**config.mk**
```make
export PLATFORM = sky130hd
export DESIGN_NAME = video_timing_flat
export DESIGN_NICKNAME = d
export VERILOG_FILES = /design/src/rtl/video_timing_if.sv /design/src/rtl/video_timing.sv /design/src/flat_wrapper.sv
export SDC_FILE = /design/constraint.sdc
export NUM_CORES = 1
export LEC_CHECK = 0
export BUFFER_PORTS_ARGS = -buffer_cell sky130_fd_sc_hd__buf_2
export CAP_MARGIN = 30
export CORE_UTILIZATION = 49
export CTS_BUF_LIST = sky130_fd_sc_hd__clkbuf_8 sky130_fd_sc_hd__clkbuf_16
export CTS_CLUSTER_SIZE = 40
export DETAILED_ROUTE_END_ITERATION = 16
export GPL_TIMING_DRIVEN = 0
export PLACE_DENSITY = 0.75
export SLEW_MARGIN = 10
export SYNTH_ARGS = -nofsm -noshare
export SYNTH_HDL_FRONTEND = slang
export SYNTH_SLANG_ARGS = --single-unit
```
**constraint.sdc**
```tcl
create_clock -name clkPixel -period 2.5 [get_ports clkPixel]
set_clock_uncertainty 0.1 [all_clocks]
set_input_delay 0.25 -clock clkPixel [delete_from_list [all_inputs] [get_ports clkPixel]]
set_output_delay 0.25 -clock clkPixel [all_outputs]
set_load 0.05 [all_outputs]
```
**src/rtl/video_timing_if.sv**
```systemverilog
// Raster timing bundle driven by video_timing and consumed by the layer pipeline.
//   hsync/vsync        sync outputs at the configured polarity
//   hPos/vPos          current raster position
//   nextVPos           line following vPos (wraps to 0)
//   displayActive      inside the visible window
//   hsyncStarting      first hsync cycle of every line
//   nextFrameActive    nextVPos is a visible line
//   lineStarting       pulse LEAD clocks before pixel 0 of a visible line
//   lineEnding         pulse LEAD clocks before column H_ACTIVE of a visible line
//   frameStarting      pulse at (0,0)
interface video_timing_if;
  logic       hsync;
  logic       vsync;
  logic [9:0] hPos;
  logic [9:0] vPos;
  logic [9:0] nextVPos;
  logic       displayActive;
  logic       hsyncStarting;
  logic       nextFrameActive;
  logic       lineStarting;
  logic       lineEnding;
  logic       frameStarting;

  modport master (
    output hsync, vsync, hPos, vPos, nextVPos, displayActive, hsyncStarting,
           nextFrameActive, lineStarting, lineEnding, frameStarting
  );

  modport slave (
    input  hsync, vsync, hPos, vPos, nextVPos, displayActive, hsyncStarting,
           nextFrameActive, lineStarting, lineEnding, frameStarting
  );
endinterface

```
**src/rtl/video_timing.sv**
```systemverilog
// Raster timing generator for the pixel-clock domain.
//   clkPixel  pixel clock, rising edge
//   resetN    asynchronous active-low reset
//   vt        timing outputs (video_timing_if master), all flop outputs
// Every output is decoded from the next counter values so that it is aligned
// with the hPos/vPos it describes on the same cycle.
module video_timing #(
  parameter int unsigned H_ACTIVE = 640,
  parameter int unsigned H_FRONT  = 16,
  parameter int unsigned H_SYNC   = 96,
  parameter int unsigned H_BACK   = 48,
  parameter int unsigned V_ACTIVE = 480,
  parameter int unsigned V_FRONT  = 10,
  parameter int unsigned V_SYNC   = 2,
  parameter int unsigned V_BACK   = 33,
  parameter bit          SYNC_POL = 1'b0,
  parameter int unsigned LEAD     = 2
) (
  input  logic           clkPixel,
  input  logic           resetN,
  video_timing_if.master vt
);

  localparam int unsigned CW      = 10;
  localparam int unsigned H_TOTAL = H_ACTIVE + H_FRONT + H_SYNC + H_BACK;
  localparam int unsigned V_TOTAL = V_ACTIVE + V_FRONT + V_SYNC + V_BACK;

  localparam logic [CW-1:0] H_LAST   = CW'(H_TOTAL - 1);
  localparam logic [CW-1:0] V_LAST   = CW'(V_TOTAL - 1);
  localparam logic [CW-1:0] H_VIS    = CW'(H_ACTIVE);
  localparam logic [CW-1:0] V_VIS    = CW'(V_ACTIVE);
  localparam logic [CW-1:0] HS_FIRST = CW'(H_ACTIVE + H_FRONT);
  localparam logic [CW-1:0] HS_LAST  = CW'(H_ACTIVE + H_FRONT + H_SYNC - 1);
  localparam logic [CW-1:0] VS_FIRST = CW'(V_ACTIVE + V_FRONT);
  localparam logic [CW-1:0] VS_LAST  = CW'(V_ACTIVE + V_FRONT + V_SYNC - 1);
  localparam logic [CW-1:0] LS_COL   = CW'(H_TOTAL - LEAD);
  localparam logic [CW-1:0] LE_COL   = CW'(H_ACTIVE - LEAD);

  // Refuse to elaborate a configuration that the 10-bit counters or the lead cannot express.
  if (H_TOTAL > 1024 || V_TOTAL > 1024 || LEAD < 1 || LEAD > H_BACK) begin : g_bad_params
    $error("video_timing: illegal parameter combination");
  end

  logic [CW-1:0] h_q, h_d;
  logic [CW-1:0] v_q, v_d;
  logic [CW-1:0] nv_q, nv_d;
  logic hsync_q, hsync_d;
  logic vsync_q, vsync_d;
  logic de_q, de_d;
  logic hss_q, hss_d;
  logic nfa_q, nfa_d;
  logic ls_q, ls_d;
  logic le_q, le_d;
  logic fs_q, fs_d;

  // Next counter values and the decode of every output from them.
  always_comb begin
    h_d     = (h_q == H_LAST) ? '0 : h_q + CW'(1);
    v_d     = v_q;
    if (h_q == H_LAST) begin
      v_d = (v_q == V_LAST) ? '0 : v_q + CW'(1);
    end
    nv_d    = (v_d == V_LAST) ? '0 : v_d + CW'(1);

    hsync_d = (h_d >= HS_FIRST && h_d <= HS_LAST) ? SYNC_POL : ~SYNC_POL;
    vsync_d = (v_d >= VS_FIRST && v_d <= VS_LAST) ? SYNC_POL : ~SYNC_POL;
    de_d    = (h_d < H_VIS) && (v_d < V_VIS);
    hss_d   = (h_d == HS_FIRST);
    nfa_d   = (nv_d < V_VIS);
    // Line 0's start strobe lands on the last line of the previous frame.
    ls_d    = (h_d == LS_COL) && (nv_d < V_VIS);
    le_d    = (h_d == LE_COL) && (v_d < V_VIS);
    fs_d    = (h_d == '0) && (v_d == '0);
  end

  // Counter and output registers.
  always_ff @(posedge clkPixel or negedge resetN) begin
    if (!resetN) begin
      h_q     <= '0;
      v_q     <= '0;
      nv_q    <= CW'(1);
      hsync_q <= ~SYNC_POL;
      vsync_q <= ~SYNC_POL;
      de_q    <= 1'b0;
      hss_q   <= 1'b0;
      nfa_q   <= 1'b0;
      ls_q    <= 1'b0;
      le_q    <= 1'b0;
      fs_q    <= 1'b0;
    end else begin
      h_q     <= h_d;
      v_q     <= v_d;
      nv_q    <= nv_d;
      hsync_q <= hsync_d;
      vsync_q <= vsync_d;
      de_q    <= de_d;
      hss_q   <= hss_d;
      nfa_q   <= nfa_d;
      ls_q    <= ls_d;
      le_q    <= le_d;
      fs_q    <= fs_d;
    end
  end

  assign vt.hPos            = h_q;
  assign vt.vPos            = v_q;
  assign vt.nextVPos        = nv_q;
  assign vt.hsync           = hsync_q;
  assign vt.vsync           = vsync_q;
  assign vt.displayActive   = de_q;
  assign vt.hsyncStarting   = hss_q;
  assign vt.nextFrameActive = nfa_q;
  assign vt.lineStarting    = ls_q;
  assign vt.lineEnding      = le_q;
  assign vt.frameStarting   = fs_q;

endmodule

```
**src/flat_wrapper.sv**
```systemverilog
// flat-port wrapper written by rule: the top's interface ports become plain ports
module video_timing_flat 
#(
  parameter int unsigned H_ACTIVE = 640,
  parameter int unsigned H_FRONT  = 16,
  parameter int unsigned H_SYNC   = 96,
  parameter int unsigned H_BACK   = 48,
  parameter int unsigned V_ACTIVE = 480,
  parameter int unsigned V_FRONT  = 10,
  parameter int unsigned V_SYNC   = 2,
  parameter int unsigned V_BACK   = 33,
  parameter bit          SYNC_POL = 1'b0,
  parameter int unsigned LEAD     = 2
)
  (clkPixel, resetN, vt_hsync, vt_vsync, vt_hPos, vt_vPos, vt_nextVPos, vt_displayActive, vt_hsyncStarting, vt_nextFrameActive, vt_lineStarting, vt_lineEnding, vt_frameStarting);
  video_timing_if vt_i ();
  input  logic clkPixel;
  input  logic resetN;
  output wire logic [$bits(vt_i.hsync)-1:0] vt_hsync;
  output wire logic [$bits(vt_i.vsync)-1:0] vt_vsync;
  output wire logic [$bits(vt_i.hPos)-1:0] vt_hPos;
  output wire logic [$bits(vt_i.vPos)-1:0] vt_vPos;
  output wire logic [$bits(vt_i.nextVPos)-1:0] vt_nextVPos;
  output wire logic [$bits(vt_i.displayActive)-1:0] vt_displayActive;
  output wire logic [$bits(vt_i.hsyncStarting)-1:0] vt_hsyncStarting;
  output wire logic [$bits(vt_i.nextFrameActive)-1:0] vt_nextFrameActive;
  output wire logic [$bits(vt_i.lineStarting)-1:0] vt_lineStarting;
  output wire logic [$bits(vt_i.lineEnding)-1:0] vt_lineEnding;
  output wire logic [$bits(vt_i.frameStarting)-1:0] vt_frameStarting;
  assign vt_hsync = vt_i.hsync;
  assign vt_vsync = vt_i.vsync;
  assign vt_hPos = vt_i.hPos;
  assign vt_vPos = vt_i.vPos;
  assign vt_nextVPos = vt_i.nextVPos;
  assign vt_displayActive = vt_i.displayActive;
  assign vt_hsyncStarting = vt_i.hsyncStarting;
  assign vt_nextFrameActive = vt_i.nextFrameActive;
  assign vt_lineStarting = vt_i.lineStarting;
  assign vt_lineEnding = vt_i.lineEnding;
  assign vt_frameStarting = vt_i.frameStarting;
  video_timing #(.H_ACTIVE(H_ACTIVE), .H_FRONT(H_FRONT), .H_SYNC(H_SYNC), .H_BACK(H_BACK), .V_ACTIVE(V_ACTIVE), .V_FRONT(V_FRONT), .V_SYNC(V_SYNC), .V_BACK(V_BACK), .SYNC_POL(SYNC_POL), .LEAD(LEAD)) u_core (.clkPixel(clkPixel), .resetN(resetN), .vt(vt_i));
endmodule
```
==> results_tabular.tex <==
\begin{tabular}{lr}
\hline
Metric & Value \\
\hline
\multicolumn{2}{l}{\textbf{STA}} \\
Relative slew slack & 44.5\% \\
Setup violators final & 5 \\
Setup repair after global routing missed its margin & yes \\
Final number of max-transition violations & 0 \\
Transition at the pin with the smallest max-transition slack & around 0.83 ns \\
Share of the clock period used by the worst path after layout & 105\% \\
Sum of negative setup slack & -0.273 ns \\
Count of endpoints failing hold in the final timing report & 0 \\
Final hold slack & a little under 0.5 ns \\
Worst Setup Slack, final & -0.136 ns \\
Min cycle time layout & 2.64 ns \\
F\_max & 379 MHz \\
\multicolumn{2}{l}{\textbf{Placed design}} \\
HPWL reported at the end of detailed placement & 3310 microns \\
Worst slack, placed & -0.475 ns \\
Quantity of I/O buffers inserted on ports & 39 \\
Final GP Congestion & 0.864 \\
\multicolumn{2}{l}{\textbf{Worst setup path}} \\
Reg-to-reg critical path endpoint & u\_core.vt.lineStarting \\
Crit Path Class & flop to flop \\
Data required time of the worst path & 2.61 ns \\
Critical Path Fanout Max & 6 \\
Cells along the critical path & or4\_4 > nor4\_4 > nor2\_2 > mux2\_4 > ha\_4 > nand4\_1 > o31ai\_1 > a22o\_1 > a311oi\_2 \\
Cell family with the largest share of critical-path delay & simple AND/OR/NAND/NOR gates \\
Critical Path End Type & flop \\
Number of cells traversed by the worst register-to-register path & 9 \\
Reg-to-reg critical path startpoint & u\_core.vt.vPos[8] \\
Data arrival time of the critical path & 2.75 ns \\
Highest cell delay on the worst timing path & 0.54 ns \\
CP max stage cell & sky130\_fd\_sc\_hd\_\_or4\_4 \\
Setup slack, reg-to-reg & -0.14 ns \\
Kind of start point of the critical path & flop \\
Buffers and inverters on the worst path & 0 \\
\multicolumn{2}{l}{\textbf{Global routing}} \\
Antenna violations before repair & 0 \\
GRT Util Overall & 25.2\% \\
Global-route wire length before repair & 8180 microns \\
Number of global-route vias before repair & 1684 \\
Maximum number of pins on one net before global-route repair & 39 \\
Global route total overflow & 0 \\
\multicolumn{2}{l}{\textbf{Clock network}} \\
Number of CTS-inserted buffers & 5 \\
CTS root buf & sky130\_fd\_sc\_hd\_\_clkbuf\_8 \\
Number of levels the H-tree was split into & 2 \\
Clk sink count & 38 \\
Clock tree from TritonCTS & done \\
Clock slew at reported path FFs & 0.08 ns \\
Clock latency reported for the late side of the worst-skew pair & 0.30 ns \\
Maximum root-to-sink buffer count & 2 \\
\multicolumn{2}{l}{\textbf{Pwr}} \\
Power density over cell area & 358 nW/um\^{}2 \\
Pleak & around 1.4 nW \\
Worst vdd ir & 0.000307 V \\
\multicolumn{2}{l}{\textbf{Route}} \\
Drt first-iter violations & 166 \\
DRC errors left & 0 \\
Sum of routed wire length over all layers & 5560 microns \\
Total via count in the routed design & 1891 \\
Routed wire length per instance & 17.2 microns \\
First-pass DRT Iterations & 4 \\
Post-detailed-route via-to-cell ratio & 5.84 \\
Number of nets with antenna violations after detailed routing & 0 \\
\multicolumn{2}{l}{\textbf{Synth}} \\
Area leader, netlist & sky130\_fd\_sc\_hd\_\_dfrtp\_1 \\
Post-synthesis sequential area ratio & 46.0\% \\
Most area-consuming cells after synthesis & sky130\_fd\_sc\_hd\_\_dfrtp\_1 (42\%), sky130\_fd\_sc\_hd\_\_xnor2\_1 (6.3\%), sky130\_fd\_sc\_hd\_\_ha\_1 (4.2\%) \\
Number of enable-type register cells in the synthesized netlist & 0 \\
Synth warnings & 0 \\
Mean instance size in the synthesized netlist & 10.4 sq um \\
FFs w/ async S/R, synth & 100\% \\
Area of the mapped netlist & 2070 sq um \\
Net count of the mapped netlist & 209 \\
Synthesized instance count & 200 \\
Synth Flop Type & sky130\_fd\_sc\_hd\_\_dfrtp\_1 \\
Leading cell type by number of instances after synthesis & sky130\_fd\_sc\_hd\_\_dfrtp\_1 \\
Share of Yosys cell area claimed by the top area cell type & 42.2\% \\
Commonest cells in the synthesized netlist & sky130\_fd\_sc\_hd\_\_dfrtp\_1 (35), sky130\_fd\_sc\_hd\_\_nor2\_1 (17), sky130\_fd\_sc\_hd\_\_inv\_1 (15), sky130\_fd\_sc\_hd\_\_xnor2\_1 (15), sky130\_fd\_sc\_hd\_\_nand2\_1 (14) \\
Synth Register Bits & 38 \\
Post-synth cell types & 49 \\
\multicolumn{2}{l}{\textbf{Final layout}} \\
Nets@finish & 282 \\
Antenna diodes & 0 \\
Layout cells sized above 1 & 51.8\% \\
Final standard cell utilization of the core & 72.0\% \\
P\&R area growth vs syn & 40.0\% \\
Number of filler cells placed in the layout & $\sim$280 \\
\multicolumn{2}{l}{\textbf{Floorplan}} \\
Initial Utilization & between 50\% and 60\% \\
Core outline area & 4030 sq um \\
Overall die height & 67.0 microns \\
FP Rows & 23 \\
Chip width & 67.0 microns \\
I/O pin cnt & 40 \\
Overall die area & 4500 sq um \\
\multicolumn{2}{l}{\textbf{Min path}} \\
Hold Crit Class & input pin to async pin \\
\multicolumn{2}{l}{\textbf{Flow run}} \\
Max-cap violation count & 0 \\
\multicolumn{2}{l}{\textbf{Run status}} \\
Violated checks & setup timing \\
Result of the run & finished, violations left \\
\hline
\end{tabular}
-- routing by layer --
layer | up-vias | track usage (%) | part of all wire (%)
li1 | 873 | - | -
met1 | 917 | 34.7 | 44
met2 | 82 | 36.1 | 46
met3 | 19 | 6.51 | 6.3
met4 | 0 | 12.2 | 3.5
met5 | - | 0 | 0
-- cell type report --
cell class	instances	area, sq um	share of cell area, %
tap	50	62.6	2.16
sequential	38	973	33.5
timing repair buffer	68	419	14.4
multi-input combinational	143	1290	44.5
buffer	1	11.3	0.388
inverter	16	61.3	2.11
clock buffer	5	68.8	2.37
clock inverter	3	13.8	0.474
-- cells in the final DEF (no fill, tap or decap), types with 3 or more instances in the layout --
cell type	n
sky130_fd_sc_hd__nor2_2	3
sky130_fd_sc_hd__dfstp_2	3
sky130_fd_sc_hd__inv_1	14
sky130_fd_sc_hd__clkinv_2	3
sky130_fd_sc_hd__nand2_2	3
sky130_fd_sc_hd__xnor2_2	3
sky130_fd_sc_hd__nand3_1	9
sky130_fd_sc_hd__nand4_1	10
sky130_fd_sc_hd__xnor2_1	11
sky130_fd_sc_hd__nand2_1	10
sky130_fd_sc_hd__nand4b_1	3
sky130_fd_sc_hd__a21oi_1	3
sky130_fd_sc_hd__xor2_1	3
sky130_fd_sc_hd__ha_4	4
sky130_fd_sc_hd__nor3_1	4
sky130_fd_sc_hd__buf_4	27
sky130_fd_sc_hd__buf_2	39
sky130_fd_sc_hd__clkbuf_8	5
sky130_fd_sc_hd__dfrtp_1	20
sky130_fd_sc_hd__o21ai_0	3
sky130_fd_sc_hd__ha_1	3
sky130_fd_sc_hd__nor4_4	6
sky130_fd_sc_hd__dfrtp_2	15
sky130_fd_sc_hd__nor2_1	14
-- what timing repair did --
item | CTS | global route
gates resized for setup | 19 | 15
buffers inserted | 19 | 9
pin swaps | 12 | 10
hold buffers | 1 | 0
endpoints found under the hold margin | 35 | 0
setup endpoints to repair | 11 | 13
-- cells by family after synthesis --
logic type	after synthesis	share of synthesized area (%)
AO/OA/AOI/OAI	25	9.17
XOR/XNOR	18	7.60
adder cells (fa/ha/maj)	7	4.22
buffers and inverters	19	3.56
flip-flops	38	46.0
multiplexers	2	1.27
AND/OR/NAND/NOR	91	28.1
-- worst max-delay path by stage --
stage                 startpoint                       to  slack, ns  cells after the start
2_1_floorplan  u_core.vt.vPos[5]   u_core.vt.lineStarting      -0.29                     10
3_3_place_gp   u_core.vt.vPos[5]   u_core.vt.lineStarting      -0.45                     10
3_5_place_dp   u_core.vt.vPos[5]   u_core.vt.lineStarting      -0.48                     10
4_1_cts        u_core.vt.vPos[5]   u_core.vt.lineStarting      -0.07                     10
5_1_grt        u_core.vt.vPos[8]  u_core.vt.frameStarting      -0.22                     10
6_report       u_core.vt.vPos[8]   u_core.vt.lineStarting      -0.14                      9
-- power breakdown --
group / internal, W / switching (W)
sequential: 0.000614 / 0
combinational: 0.00000156 / 0.0000115
clock: 0.000189 / 0.000221
-- per-stage QoR --
| step | cell area, sq um | power, W | cells |
|---|---|---|---|
| 6_report | 2900 | 0.00104 | 324 |
| 5_1_grt | 2900 | 0.00107 | 324 |
| 4_1_cts | 2770 | 0.00104 | 316 |
| 3_5_place_dp | 2440 | 0.000639 | 289 |
| 3_3_place_gp | 2440 | 0.000638 | 289 |
| 2_1_floorplan | 2190 | 0.000626 | 200 |
-- worst reg2reg max path: stages (launching register included) --
cell	delay [ns]
sky130_fd_sc_hd__dfrtp_2	0.43
sky130_fd_sc_hd__or4_4	0.54
sky130_fd_sc_hd__nor4_4	0.20
sky130_fd_sc_hd__nor2_2	0.08
sky130_fd_sc_hd__mux2_4	0.31
sky130_fd_sc_hd__ha_4	0.20
sky130_fd_sc_hd__nand4_1	0.12
sky130_fd_sc_hd__o31ai_1	0.09
sky130_fd_sc_hd__a22o_1	0.24
sky130_fd_sc_hd__a311oi_2	0.24
Power figures use the tool's default switching activity.
